**config.mk**
```make
export PLATFORM = sky130hd
export DESIGN_NAME = regfile
export DESIGN_NICKNAME = d
export VERILOG_FILES = /design/src/rtl/regfile_pkg.sv /design/src/rtl/regfile_rport.sv /design/src/rtl/regfile.sv
export SDC_FILE = /design/constraint.sdc
export NUM_CORES = 2
export LEC_CHECK = 0
export BUFFER_PORTS_ARGS = -buffer_cell sky130_fd_sc_hd__buf_2
export CELL_PAD_IN_SITES_DETAIL_PLACEMENT = 1
export CELL_PAD_IN_SITES_GLOBAL_PLACEMENT = 1
export CORE_MARGIN = 5
export CORE_UTILIZATION = 57
export DETAILED_ROUTE_END_ITERATION = 8
export PLACE_DENSITY_LB_ADDON = 0.1
export SLEW_MARGIN = 30
export SYNTH_ARGS = -nofsm -noshare
export SYNTH_HDL_FRONTEND = slang
export SYNTH_SLANG_ARGS = --single-unit
```
**constraint.sdc**
```tcl
create_clock -name clk -period 11.01 [get_ports clk]
set_clock_uncertainty 0.15 [all_clocks]
set_input_delay 2.202 -clock clk [delete_from_list [all_inputs] [get_ports clk]]
set_output_delay 2.202 -clock clk [all_outputs]
set_load 0.03 [all_outputs]
```
**src/rtl/regfile_pkg.sv**
```systemverilog
// regfile_pkg: shared constants and types for the integer register file.
//   REG_BUS_W / REG_ADDR_W / REG_NUM : default data width, address width, entry count
//   ZERO_WORD / NOP_REG_ADDR         : value of r0 and its address
//   WRITE_ENABLE / READ_ENABLE       : active levels of the enable strobes
//   rsrc_e                           : read-port data source after priority decode
package regfile_pkg;

  localparam int          REG_BUS_W    = 32;
  localparam int          REG_ADDR_W   = 5;
  localparam int          REG_NUM      = 32;
  localparam int          NUM_RPORTS   = 2;
  localparam logic [31:0] ZERO_WORD    = 32'h0000_0000;
  localparam logic [4:0]  NOP_REG_ADDR = 5'd0;
  localparam logic        WRITE_ENABLE = 1'b1;
  localparam logic        READ_ENABLE  = 1'b1;

  typedef enum logic [1:0] {
    RSRC_ZERO   = 2'd0,
    RSRC_BYPASS = 2'd1,
    RSRC_ARRAY  = 2'd2
  } rsrc_e;

endpackage

```
**src/rtl/regfile_rport.sv**
```systemverilog
// regfile_rport: one combinational read port of the register file.
//   rst    in  async reset level (0 = in reset), forces output to zero
//   re     in  read enable
//   raddr  in  read address
//   we     in  write enable of the write-back port (for bypass)
//   waddr  in  write address of the write-back port
//   wdata  in  write data of the write-back port
//   entry  in  stored array value at raddr
//   rdata  out selected read data
module regfile_rport
  import regfile_pkg::*;
#(
  parameter int DATA_W = REG_BUS_W,
  parameter int ADDR_W = REG_ADDR_W,
  parameter bit BYPASS = 1'b1
) (
  input  logic              rst,
  input  logic              re,
  input  logic [ADDR_W-1:0] raddr,
  input  logic              we,
  input  logic [ADDR_W-1:0] waddr,
  input  logic [DATA_W-1:0] wdata,
  input  logic [DATA_W-1:0] entry,
  output logic [DATA_W-1:0] rdata
);

  rsrc_e src;

  // Priority: reset, disabled port, r0, same-cycle write, stored value.
  // r0 is tested before bypass so a discarded write to r0 never leaks out.
  always_comb begin
    src = RSRC_ARRAY;
    if (!rst)                                              src = RSRC_ZERO;
    else if (re != READ_ENABLE)                            src = RSRC_ZERO;
    else if (raddr == '0)                                  src = RSRC_ZERO;
    else if (BYPASS && we == WRITE_ENABLE && waddr == raddr) src = RSRC_BYPASS;
  end

  always_comb begin
    rdata = '0;
    unique case (src)
      RSRC_BYPASS: rdata = wdata;
      RSRC_ARRAY:  rdata = entry;
      default:     rdata = '0;
    endcase
  end

endmodule

```
**src/rtl/regfile.sv**
```systemverilog
// regfile: integer register file at the write-back end of the pipeline.
//   clk            in  rising-edge clock
//   rst            in  async active-low reset; clears all entries, zeroes reads
//   we/waddr/wdata in  write-back triple; writes to r0 are discarded
//   re1/raddr1     in  read port 1 enable/address
//   rdata1         out read port 1 data (combinational)
//   re2/raddr2     in  read port 2 enable/address
//   rdata2         out read port 2 data (combinational)
// With BYPASS=1 a read of the register being written returns wdata in the
// same cycle, so ID sees the WB result without waiting for the edge.
module regfile
  import regfile_pkg::*;
#(
  parameter int DATA_W = REG_BUS_W,
  parameter int ADDR_W = REG_ADDR_W,
  parameter int DEPTH  = REG_NUM,
  parameter bit BYPASS = 1'b1
) (
  input  logic              clk,
  input  logic              rst,
  input  logic              we,
  input  logic [ADDR_W-1:0] waddr,
  input  logic [DATA_W-1:0] wdata,
  input  logic              re1,
  input  logic [ADDR_W-1:0] raddr1,
  output logic [DATA_W-1:0] rdata1,
  input  logic              re2,
  input  logic [ADDR_W-1:0] raddr2,
  output logic [DATA_W-1:0] rdata2
);

  logic [DATA_W-1:0] mem_q [0:DEPTH-1];
  logic              wr_en_d;

  // r0 is hardwired; never let a write land there.
  assign wr_en_d = (we == WRITE_ENABLE) && (waddr != '0);

  always_ff @(posedge clk or negedge rst) begin
    if (!rst) begin
      for (int i = 0; i < DEPTH; i++) mem_q[i] <= '0;
    end else if (wr_en_d) begin
      mem_q[waddr] <= wdata;
    end
  end

  logic [NUM_RPORTS-1:0]             re_v;
  logic [NUM_RPORTS-1:0][ADDR_W-1:0] raddr_v;
  logic [NUM_RPORTS-1:0][DATA_W-1:0] rdata_v;

  assign re_v    = {re2, re1};
  assign raddr_v = {raddr2, raddr1};

  for (genvar p = 0; p < NUM_RPORTS; p++) begin : g_rport
    regfile_rport #(
      .DATA_W (DATA_W),
      .ADDR_W (ADDR_W),
      .BYPASS (BYPASS)
    ) u_rport (
      .rst   (rst),
      .re    (re_v[p]),
      .raddr (raddr_v[p]),
      .we    (we),
      .waddr (waddr),
      .wdata (wdata),
      .entry (mem_q[raddr_v[p]]),
      .rdata (rdata_v[p])
    );
  end

  assign rdata1 = rdata_v[0];
  assign rdata2 = rdata_v[1];

endmodule

```
==> flow_summary.yaml <==
worst_setup_path:
  worst-path-max-fanout: 53
  worstSetupEndpointType: "primary output"
  worstPathArrival_ns: 6.87
  crit_required_ns: 8.66
  setup.worst_path.start_class: "input pin"
  critPathKind: "input pin to primary output"
cells_and_area:
  nets: 4238
  syn_to_final_growth_pct: 9.63
  reg_top3: "mem_q: 1024 flops"
  top_register: "mem_q"
  drive_above_1_share_pct: 34.4
  largest_register_ffs: 1024
  fin_cells: 5552
  fill_cells: 9163
power:
  p_per_area_mw_per_mm2: 186
  ir_drop_mv: 0.141
  p_leak_nw: 26.5
timing:
  fin_crit_sh_pct: 83.8
  finalHoldViolations: 0
  setup-tns-final_ns: 0
  relSlewSlack_pct: 23.9
  setup_viol: 0
  worst_pin_slew_ns: 1.14
  slew_violations: 0
  period_minus_slack_ns: 9.22
  rsz0062_at_grt: "no"
  max_freq_mhz: 108
clock_tree:
  cts_htree_levels: 3
  clk_latency_ns: 0.70
  cts_tree: "yes"
  cts_buffer_depth: 3
  clock-sinks: 1024
  cts-root-buf: "clkbuf_16"
  cts_inserted_buffers: 114
  cts-resized-gates: 0
  path_clk_slew_ns: 0.06
  post-cts-setup-buffers: 0
  cts-hold-fix-buffers: 0
logic_synthesis:
  synth_edf_count: 0
  netlist.area_leader.share_pct: 46.1
  synthMuxAreaShare_pct: 34.6
  yosysWarnings: 0
  syn_area_sq_mm: 0.0556
  netlist_top_cells_area: "dfrtp_1 46%, mux4_2 15%, mux2_2 11%"
  synth_cell_types: 50
  syn_area_per_cell_sq_um: 12.8
  synth_compound_area_share_pct: 10.5
  synthSimpleGateAreaFrac_pct: 4.24
  yosysSeqAreaShare_pct: 46.1
  yosys.area.top_type: "dfrtp_1"
  syn_inst: 4355
  synth_xor_xnor_area_share_pct: 0.158
  ys.flop_type: "dfrtp_1"
  ys_ff_latch: 1024
  synthArstFlopShare_pct: 100
  synth.net_count: 4411
  synth_fa_ha_area_share_pct: 0.0900
  synth_top_family_by_area: "multiplexers"
global_routing:
  grt_use_total_pct: 40.4
  antenna_found_initial: 10
  first_global_vias: 43700
  grt_first_pass_wirelength_um: 308000
  grt-ovfl-total: 0
  grt_max_degree: 167
placed_design:
  gp_congestion: 0.875
  placed_cells: 5340
  dp_hpwl_um: 120000
  io_buffers: 115
route:
  drt_first_pass_iters: 6
  wl_um: 209000
  drc: 0
  ant_nets: 0
  vias_per_cell: 7.41
  first_iter_violations: 4608
  wl_per_cell_um: 37.7
  vias: 41100
worst_hold_path:
  hold_class: "register to register"
floorplan:
  die_w_um: 322
  io-pin-count: 116
  coreArea_sq_mm: 0.0967
  initial_core_util_pct: 57.5
  die_h_um: 322
  fp.dieArea_sq_mm: 0.104
  fp-row-count: 114
run_status:
  outcome: "finished, final reports clean"
run:
  maxCapViolations: 0
## worst max-delay path: stages
cell and delay, ns:
buf_8 0.47, xor2_1 0.15, nor4_1 0.39, nand3_1 0.19
nor2_1 0.20, ha_4 0.63, nand2b_2 0.73, buf_4 0.47
o221ai_1 0.20, nor3_1 0.08, o41ai_1 0.70, buf_2 0.33
## area by class of cell
cell class | count | area, sq um | share of cell area [%]
antenna | 6 | 15.0 | 0.0246
timing repair buffer | 213 | 1560 | 2.56
tap | 1276 | 1600 | 2.62
multi-input combinational | 2796 | 28000 | 46.0
clock inverter | 38 | 526 | 0.862
clock buffer | 166 | 3460 | 5.68
sequential | 1024 | 25600 | 42.0
inverter | 33 | 124 | 0.203
## placed cells by master, fill, tap and decap left out, types with 19 or more instances in the layout
cell / netlist / routed
a211oi_1: 37 / 37
a211oi_2: 28 / 28
a21o_1: 57 / 57
a21oi_1: 58 / 58
a22oi_1: 120 / 120
buf_2: 106 / 106
buf_4: 29 / 84
clkbuf_16: 0 / 119
clkbuf_8: 0 / 32
clkinv_2: 0 / 22
dfrtp_1: 1024 / 1024
inv_1: 33 / 33
mux2_1: 125 / 125
mux2_2: 561 / 561
mux2i_1: 257 / 257
mux4_2: 376 / 376
nand2_1: 374 / 358
nor2_1: 85 / 67
nor3_1: 65 / 64
o21ai_0: 359 / 359
o221ai_1: 63 / 63
o22ai_1: 64 / 64
o41ai_1: 46 / 44
o41ai_2: 18 / 19
## layer usage
layer / vias up / routed length (um) / GRT usage [%]
met5: - / 7 / 0
met1: 21900 / 81000 / 55.7
met3: 663 / 23300 / 10.7
met4: 2 / 11300 / 18.2
met2: 2454 / 93600 / 60.8
li1: 16100 / - / -
## per-stage QoR
stage | hold slack [ns] | total power (W) | area [sq um] | utilization (%) | setup WS (ns)
after CTS | 0.247 | 0.0113 | 60800 | 62.9 | 1.95
after detailed placement | 0.234 | 0.00720 | 56800 | 58.8 | 2.00
after global routing | 0.260 | 0.0117 | 60900 | 63.0 | 1.83
final | 0.243 | 0.0113 | 61000 | 63.0 | 1.79
after floorplan | 0.288 | 0.00645 | 55600 | - | 2.78
after global placement | 0.227 | 0.00703 | 56600 | 58.6 | 1.92
## power breakdown
group          switching (W)  internal [W]  total (W)
Combinational        0.00105       0.00113    0.00219
Sequential          0.000563       0.00447    0.00503
Clock                0.00164       0.00247    0.00411
Total                0.00326       0.00807     0.0113
## final timing paths
check                       startpoint     endpoint  slack (ns)  cells past startpoint
setup / recovery             raddr2[1]   rdata2[14]        1.79                     12
hold / removal             mem_q[1008]  mem_q[1008]        0.24                      0
setup reg to reg             mem_q[14]    mem_q[14]       10.02                      1
hold reg to reg            mem_q[1008]  mem_q[1008]        0.24                      0
max in group asynchronous          rst   mem_q[315]        7.13                      4
min in group asynchronous          rst   mem_q[744]        1.33                      1
## cells in the mapped netlist, types with 25 or more instances
library cell  number
inv_1             33
mux4_2           376
o22ai_1           64
mux2_2           561
nand2_1          374
buf_2            106
mux2_1           125
clkbuf_1         325
nor3_1            65
a211oi_1          37
buf_1             25
a21o_1            57
a21oi_1           58
mux2i_1          257
buf_4             29
a22oi_1          120
dfrtp_1         1024
o221ai_1          63
o41ai_1           46
nor2_1            85
a211oi_2          28
o21ai_0          359
## cell families (layout without fill, tap and decap cells)
kind of cell    count (synthesis)  count (layout)
simple gates                  571             571
flops                        1024            1024
xor+xnor                       10              10
mux                          1345            1345
fa+ha+maj                       4               4
other cells                     0               6
buf+inv                       535             450
compound gates                866             866
No activity file was read; power rests on OpenSTA's default activity.
